### src/rtl/ieeedrv_ram_arb.sv
// Three-port arbiter/sequencer for the IEEE drive's shared single-port buffer RAM.
// Two strobed CPU ports (A, B) with holding registers and one level-handshake DMA port.
module ieeedrv_ram_arb #(
  parameter int AW = 12,
  parameter int DW = 8
) (
  input  logic          clk_sys,
  input  logic          reset_n,
  input  logic          a_req,
  input  logic          a_we,
  input  logic [AW-1:0] a_addr,
  input  logic [DW-1:0] a_din,
  output logic [DW-1:0] a_dout,
  output logic          a_ack,
  input  logic          b_req,
  input  logic          b_we,
  input  logic [AW-1:0] b_addr,
  input  logic [DW-1:0] b_din,
  output logic [DW-1:0] b_dout,
  output logic          b_ack,
  input  logic          d_req,
  input  logic          d_we,
  input  logic [AW-1:0] d_addr,
  input  logic [DW-1:0] d_din,
  output logic [DW-1:0] d_dout,
  output logic          d_ack,
  output logic [AW-1:0] ram_addr,
  output logic          ram_we,
  output logic [DW-1:0] ram_din,
  input  logic [DW-1:0] ram_dout,
  output logic          ovr
);

  typedef enum logic [1:0] {
    S_IDLE = 2'd0,
    S_RUN  = 2'd1,
    S_RESP = 2'd2
  } state_t;

  typedef enum logic [1:0] {
    G_A = 2'd0,
    G_B = 2'd1,
    G_D = 2'd2
  } gnt_t;

  state_t r_state;
  state_t w_state_nxt;
  gnt_t   r_gnt;
  gnt_t   w_sel;
  logic   r_gnt_we;

  logic          r_pend_a;
  logic          r_a_we;
  logic [AW-1:0] r_a_addr;
  logic [DW-1:0] r_a_din;
  logic          r_pend_b;
  logic          r_b_we;
  logic [AW-1:0] r_b_addr;
  logic [DW-1:0] r_b_din;

  logic [AW-1:0] r_ram_addr;
  logic          r_ram_we;
  logic [DW-1:0] r_ram_din;
  logic [DW-1:0] r_a_dout;
  logic [DW-1:0] r_b_dout;
  logic [DW-1:0] r_d_dout;
  logic          r_a_ack;
  logic          r_b_ack;
  logic          r_d_ack;
  logic          r_ovr;

  logic          w_resp;
  logic          w_done_a;
  logic          w_done_b;
  logic          w_done_d;
  logic          w_elig_a;
  logic          w_elig_b;
  logic          w_elig_d;
  logic          w_any;
  logic          w_load;
  logic          w_sel_we;
  logic [AW-1:0] w_sel_addr;
  logic [DW-1:0] w_sel_din;

  // The owner of the access finishing this cycle is never eligible for the re-arbitration.
  assign w_resp   = (r_state == S_RESP);
  assign w_done_a = w_resp && (r_gnt == G_A);
  assign w_done_b = w_resp && (r_gnt == G_B);
  assign w_done_d = w_resp && (r_gnt == G_D);
  assign w_elig_a = r_pend_a && !w_done_a;
  assign w_elig_b = r_pend_b && !w_done_b;
  assign w_elig_d = d_req && !w_done_d;
  assign w_any    = w_elig_a || w_elig_b || w_elig_d;

  // NOTE: defaults are assigned first so no path leaves a signal unassigned (no latch).
  always_comb begin
    w_sel      = G_A;
    w_sel_we   = r_a_we;
    w_sel_addr = r_a_addr;
    w_sel_din  = r_a_din;
    if (w_elig_a) begin
      w_sel      = G_A;
      w_sel_we   = r_a_we;
      w_sel_addr = r_a_addr;
      w_sel_din  = r_a_din;
    end else if (w_elig_b) begin
      w_sel      = G_B;
      w_sel_we   = r_b_we;
      w_sel_addr = r_b_addr;
      w_sel_din  = r_b_din;
    end else begin
      w_sel      = G_D;
      w_sel_we   = d_we;
      w_sel_addr = d_addr;
      w_sel_din  = d_din;
    end
  end

  always_comb begin
    w_state_nxt = r_state;
    w_load      = 1'b0;
    case (r_state)
      S_IDLE: begin
        if (w_any) begin
          w_load      = 1'b1;
          w_state_nxt = S_RUN;
        end
      end
      S_RUN: begin
        w_state_nxt = S_RESP;
      end
      S_RESP: begin
        if (w_any) begin
          w_load      = 1'b1;
          w_state_nxt = S_RUN;
        end else begin
          w_state_nxt = S_IDLE;
        end
      end
      default: begin
        w_state_nxt = S_IDLE;
      end
    endcase
  end

  // NOTE: sequential state uses <= so every register samples pre-edge values.
  always_ff @(posedge clk_sys or negedge reset_n) begin
    if (!reset_n) begin
      r_state <= S_IDLE;
    end else begin
      r_state <= w_state_nxt;
    end
  end

  // ram_we is only ever high for the RUN cycle that follows a write grant.
  always_ff @(posedge clk_sys or negedge reset_n) begin
    if (!reset_n) begin
      r_gnt      <= G_A;
      r_gnt_we   <= 1'b0;
      r_ram_addr <= '0;
      r_ram_we   <= 1'b0;
      r_ram_din  <= '0;
    end else if (w_load) begin
      r_gnt      <= w_sel;
      r_gnt_we   <= w_sel_we;
      r_ram_addr <= w_sel_addr;
      r_ram_we   <= w_sel_we;
      r_ram_din  <= w_sel_din;
    end else begin
      r_ram_we   <= 1'b0;
    end
  end

  // A strobe landing on the completion cycle starts a fresh request rather than overrunning.
  always_ff @(posedge clk_sys or negedge reset_n) begin
    if (!reset_n) begin
      r_pend_a <= 1'b0;
      r_a_we   <= 1'b0;
      r_a_addr <= '0;
      r_a_din  <= '0;
      r_pend_b <= 1'b0;
      r_b_we   <= 1'b0;
      r_b_addr <= '0;
      r_b_din  <= '0;
      r_ovr    <= 1'b0;
    end else begin
      if (a_req && (!r_pend_a || w_done_a)) begin
        r_pend_a <= 1'b1;
        r_a_we   <= a_we;
        r_a_addr <= a_addr;
        r_a_din  <= a_din;
      end else if (w_done_a) begin
        r_pend_a <= 1'b0;
      end
      if (b_req && (!r_pend_b || w_done_b)) begin
        r_pend_b <= 1'b1;
        r_b_we   <= b_we;
        r_b_addr <= b_addr;
        r_b_din  <= b_din;
      end else if (w_done_b) begin
        r_pend_b <= 1'b0;
      end
      if ((a_req && r_pend_a && !w_done_a) || (b_req && r_pend_b && !w_done_b)) begin
        r_ovr <= 1'b1;
      end
    end
  end

  always_ff @(posedge clk_sys or negedge reset_n) begin
    if (!reset_n) begin
      r_a_ack  <= 1'b0;
      r_b_ack  <= 1'b0;
      r_d_ack  <= 1'b0;
      r_a_dout <= '0;
      r_b_dout <= '0;
      r_d_dout <= '0;
    end else begin
      r_a_ack <= w_done_a;
      r_b_ack <= w_done_b;
      r_d_ack <= w_done_d;
      if (w_done_a && !r_gnt_we) r_a_dout <= ram_dout;
      if (w_done_b && !r_gnt_we) r_b_dout <= ram_dout;
      if (w_done_d && !r_gnt_we) r_d_dout <= ram_dout;
    end
  end

  assign a_dout   = r_a_dout;
  assign a_ack    = r_a_ack;
  assign b_dout   = r_b_dout;
  assign b_ack    = r_b_ack;
  assign d_dout   = r_d_dout;
  assign d_ack    = r_d_ack;
  assign ram_addr = r_ram_addr;
  assign ram_we   = r_ram_we;
  assign ram_din  = r_ram_din;
  assign ovr      = r_ovr;

endmodule

### config.mk
export PLATFORM = sky130hd
export DESIGN_NAME = ieeedrv_ram_arb
export DESIGN_NICKNAME = d
export VERILOG_FILES = /design/src/rtl/ieeedrv_ram_arb.sv
export SDC_FILE = /design/constraint.sdc
export NUM_CORES = 1
export LEC_CHECK = 0
export ABC_CLOCK_PERIOD_IN_PS = 2590
export CAP_MARGIN = 40
export CORE_ASPECT_RATIO = 0.7
export CORE_MARGIN = 2
export CORE_UTILIZATION = 47
export CTS_CLUSTER_SIZE = 28
export DETAILED_ROUTE_END_ITERATION = 10
export HOLD_SLACK_MARGIN = 0.1
export PLACE_DENSITY_LB_ADDON = 0.3
export SLEW_MARGIN = 20
export SYNTH_ARGS = -nofsm -noshare
export SYNTH_HDL_FRONTEND = slang
export SYNTH_SLANG_ARGS = --single-unit
### constraint.sdc
create_clock -name clk_sys -period 2.59 [get_ports clk_sys]
set_input_delay 0.259 -clock clk_sys [delete_from_list [all_inputs] [get_ports clk_sys]]
set_output_delay 0.259 -clock clk_sys [all_outputs]
set_load 0.005 [all_outputs]
Word level (Yosys, flattened, before mapping)
Index checks and enable logic that the tools add are counted.

Register bits: 98. Input bits: 76. Output and inout bits: 49. Word-level logic and storage cells: 75.

Equal/unequal tests: 5. Muxes and demuxes: 18. Reductions and logical operators: 31.

Operator list (number): two-way mux 12 bit (2); two-way mux 8 bit (2); logical AND 1 bit (15); two-way mux 1 bit (10); logical NOT 1 bit (6); two-way mux 2 bit (3); one-hot mux 2 bit (3 select lines) (1); logical OR 1 bit (5); == test 2 x 1 -> 1 bit (second input constant) (2); == test 2 bit (second input constant) (2); logical NOT 2 bit (2); nonzero test 2 bit (2); != test 2 bit (second input constant) (1); OR reduction 2 bit (1).

Depth between registers and ports, before layout
Depth in word-level cells: 9. Depth in mapped cells: 8. Mapped depth without buffers: 5.

Worst setup path before layout
OpenSTA, ideal clock, no wires.

Kind: register to register. Start: reg r_gnt[1]. End: reg r_ram_addr[0], in the netlist ram_addr[0]. Arrival: 2.165 ns. Required time: 2.465 ns. Slack: 0.299 ns. Stages on the path, launching flop included: 7. Clock period less this slack: 2.291 ns. Cells stage by stage: dfrtp_1 or4b_1 buf_2 a222oi_1 nor2_2 buf_6 mux2_4.

Longest elaborated chain between the ends: 8.

Ends and longest elaborated chain: from (decl) (RTL line 48) `gnt_t r_gnt;`; from (signal assigned) (RTL line 164) `r_gnt <= w_sel;`; == test 2 x 1 -> 1 bit / logical NOT 2 bit (equally long branches) (RTL line 88, 87); logical AND 1 bit, on equally long branches (RTL line 88, 87); logical NOT 1 bit, on equally long branches (RTL line 91, 90); logical AND 1 bit, on equally long branches (RTL line 91, 90); logical OR 1 bit (2 in a row) (RTL line 93) `assign w_any = w_elig_a || w_elig_b || w_elig_d;`; two-way mux 1 bit (RTL line 124, 133); two-way mux 1 bit; to (signal assigned) (RTL line 166) `r_ram_addr <= w_sel_addr;`; to (decl) (RTL line 61) `logic [AW-1:0] r_ram_addr;`.

Parallel ways exist; a longest one is shown, timed or not. A chain may end at the register's enable or synchronous reset.

Final worst setup path
Start: reg r_state[0]. End: reg r_ram_din[7], in the netlist ram_din[7].

Longest elaborated chain between the ends: 8.

Ends and longest elaborated chain: from (decl) (RTL line 46) `state_t r_state;`; from (signal assigned) (RTL line 151) `r_state <= w_state_nxt;`; == test 2 bit (RTL line 86, 122); logical AND 1 bit, on equally long branches (RTL line 87, 88); logical NOT 1 bit, on equally long branches (RTL line 90, 91); logical AND 1 bit, on equally long branches (RTL line 90, 91); logical OR 1 bit (2 in a row) (RTL line 93); two-way mux 1 bit (RTL line 124, 133); two-way mux 1 bit; to (signal assigned) (RTL line 168) `r_ram_din <= w_sel_din;`; to (decl) (RTL line 63) `logic [DW-1:0] r_ram_din;`.

Parallel ways exist; a longest one is shown, timed or not.

==> results.sh <==
export IMPL_fin_tns_setup_ns=0
export IMPL_setup_ws_ns=0.2862
export IMPL_fin_skew_ns=0.007182
export IMPL_hold_violations=0
export IMPL_layout_drive_gt1_share_pct=13.04
export IMPL_drv_slew=0
export IMPL_r2r_cells=6
export IMPL_post_cts_resized=0
export IMPL_power_total_mw=6.942
export IMPL_wl_mm=10.77
export IMPL_syn_inst=301
export IMPL_core_rowCount=28
export IMPL_fin_crit_ns=2.304
export IMPL_powerDensity_mw_per_mm2=1163
export IMPL_grt_usage_pct=22.70
export IMPL_drv_cap=0
export IMPL_required_ns=2.81
export IMPL_hold_slack_ns=0.4842
export IMPL_vias_per_cell=5.601
export IMPL_wl_per_cell_um=19.34
export IMPL_worstMarginPinSlew_ns=0.7117
export IMPL_io_pins=125
export IMPL_synth_seq_cells=98
export IMPL_grt_max_degree=52
export IMPL_gp_congestion=0.7634
export IMPL_grt_pass1_wl_mm=17.34
export IMPL_finalSetupViolations=0
export IMPL_reg2reg_from="r_state[0]"
export IMPL_max_vdd_ir_drop_uv=492.4
export IMPL_timing_fmax_ghz=0.4341
export IMPL_crit_path_start_kind="register"
export IMPL_antenna_found_initial=0
export IMPL_clockBufferDepth=2
export IMPL_cts_tree="done"
export IMPL_die_h_um=83.46
export IMPL_hold_path_class="register to register"
export IMPL_p_leak_nw=2.540
export IMPL_grt_pass1_vias=3250
export IMPL_first_iter_violations=245
export IMPL_initial_core_util_pct=49.19
export IMPL_syn_cell_area_sq_mm=0.004239
export IMPL_critPathKind="register to register"
export IMPL_status="finished clean"
export IMPL_worstPathCellList="or4b_1 > a222oi_1 > buf_4 > nor2_4 > buf_8 > mux2_1"
export IMPL_crit_buf_inv=2
export IMPL_worst_ep_arrival_time_ns=2.52
export IMPL_clock_sinks=98
export IMPL_synth_cell_types=29
export IMPL_grt_overflow=0
export IMPL_numCtsBuffers=9
export IMPL_max_slew_margin_rel_pct=52.50
export IMPL_antenna_cells=0
export IMPL_firstDrtPassIters=4
export IMPL_syn2layout_area_growth_pct=40.79
export IMPL_crit_family="simple AND/OR/NAND/NOR gates"
export IMPL_vias=3120
export IMPL_r2r_end="ram_din[7]"
export IMPL_rsz0062_at_grt="false"
export IMPL_crit_path_end_kind="register"
export IMPL_io_buffers=124
export IMPL_crit_fanout=11
export IMPL_yosys_warnings=0
export IMPL_final_nets=508
export IMPL_reg2reg_slack_ns=0.29
export IMPL_stdcell_count=557
export IMPL_drc=0
export IMPL_dpl_cell_count=538
export IMPL_die_area_sq_mm=0.009807
export IMPL_critPathMaxStageDelay_ns=0.54
export IMPL_synth_nets=377
export IMPL_clockRootBuffer="clkbuf_16"
export IMPL_die_x_um=117.5
export IMPL_synth_yosys_seq_area_share_pct=57.85
export IMPL_ant_nets=0
export IMPL_htreeDepth=3
export IMPL_min_to="a_dout[3]"
export IMPL_clk_latency_ns=0.34
export IMPL_cp_slowest_cell="or4b_1"
export IMPL_hold_start="a_dout[3]"
export IMPL_syn_avg_cell_area_sq_um=14.08
export IMPL_fin_crit_sh_pct=88.95
export IMPL_hold_depth=1
export IMPL_pre_cts_ws_ns=0.2149
export IMPL_dp_hpwl_mm=7.636
export IMPL_core_area_sq_mm=0.008618
export IMPL_clk_pin_slew_ns=0.07
==> area by class of cell <==
class	count	area, sq um
Clock buffer	9	225.2
Tap cell	120	150.1
Inverter	5	18.77
Fill cell	631	2650
Multi-Input combinational cell	175	1670
Timing Repair Buffer	143	1391
Clock inverter	7	60.06
Sequential cell	98	2452
==> report_power, final <==
group	leakage [nW]	total, mW	internal (mW)	switching (mW)
combinational	1.23	2.87	1.85	1.02
sequential	1.16	2.79	2.29	0.497
clock	0.143	1.28	0.670	0.608
total	2.54	6.94	4.81	2.13
==> per-layer routing <==
layer  track usage, %  up-vias  wire length [um]
li1                 -     1392                 -
met3            6.148        6               700
met5                0        -                 0
met2            37.37      131              5386
met1            30.43     1591              4616
met4            4.929        0                69
==> through the flow <==
stage,cell area (sq um),util (%)
after floorplan,4239,-
after global placement,5650,65.56
after detailed placement,5650,65.56
after CTS,5946,68.99
after global routing,5968,69.25
final,5968,69.25
==> cells in the mapped netlist <==
master	count	area [sq um]
nor4_1	1	6.260
or4bb_1	1	11.26
nor2_2	1	6.260
a222oi_1	1	10.01
buf_6	2	22.52
nor2_1	7	26.28
o31ai_1	1	7.510
a221o_1	1	10.01
and3_1	1	6.260
nand2b_1	2	12.51
buf_2	1	5.000
or4b_1	1	10.01
dfrtp_1	98	2452
a2bb2oi_1	20	175.2
buf_1	1	3.750
o41ai_1	1	8.760
clkbuf_1	19	71.32
nand4bb_1	1	11.26
a32oi_1	20	175.2
inv_1	3	11.26
o21ai_0	3	15.01
a21oi_1	2	10.01
and2_1	1	6.260
mux2_4	19	285.3
inv_2	2	7.510
o21ai_1	19	95.09
mux2_1	67	754.5
nand2_1	4	15.01
a211oi_1	1	7.510
==> kinds of logic (layout without fill, tap and decap cells) <==
kind of cell	Yosys count	in the layout	synth area share, %
buf+inv	28	164	2.863
mux	86	86	24.53
flops	98	98	57.85
compound gates	69	69	12.13
simple gates	20	20	2.627
==> worst max-delay path by stage <==
| stage | startpoint | endpoint | depth (start not counted) |
|---|---|---|---|
| 2_1_floorplan | r_gnt[1] | ram_addr[0] | 6 |
| 3_3_place_gp | r_state[0] | ram_din[7] | 4 |
| 3_5_place_dp | r_state[0] | ram_din[7] | 4 |
| 4_1_cts | r_state[0] | ram_din[7] | 4 |
| 5_1_grt | r_state[0] | ram_din[7] | 6 |
| 6_report | r_state[0] | ram_din[7] | 6 |
==> cells in the final DEF, fill, tap and decap left out, types with 2 or more instances in the layout <==
master / count
mux2_1: 67
clkinv_4: 2
o21ai_0: 3
o21ai_1: 19
clkdlybuf4s50_1: 123
dfrtp_1: 98
a2bb2oi_1: 20
nand2_1: 4
clkbuf_16: 9
a32oi_1: 20
inv_1: 3
nor2_1: 7
inv_6: 3
inv_2: 2
buf_4: 18
a21oi_1: 2
nand2b_1: 2
mux2_4: 19
==> sequential cells by signal (all words and copies together), names as in the netlist, 2 cells and up <==
name and flops:
a_dout 8, b_dout 8, d_dout 8, r_a_addr 12, r_a_din 8, r_b_addr 12, r_b_din 8, r_gnt 2
r_state 2, ram_addr 12, ram_din 8
==> repair_timing <==
item / in CTS / in global routing
hold buffers: 1 / 0
setup endpoints to repair: 0 / 11
buffers inserted: 0 / 1
endpoints found under the hold margin: 49 / 0
Power figures use the tool's default switching activity.
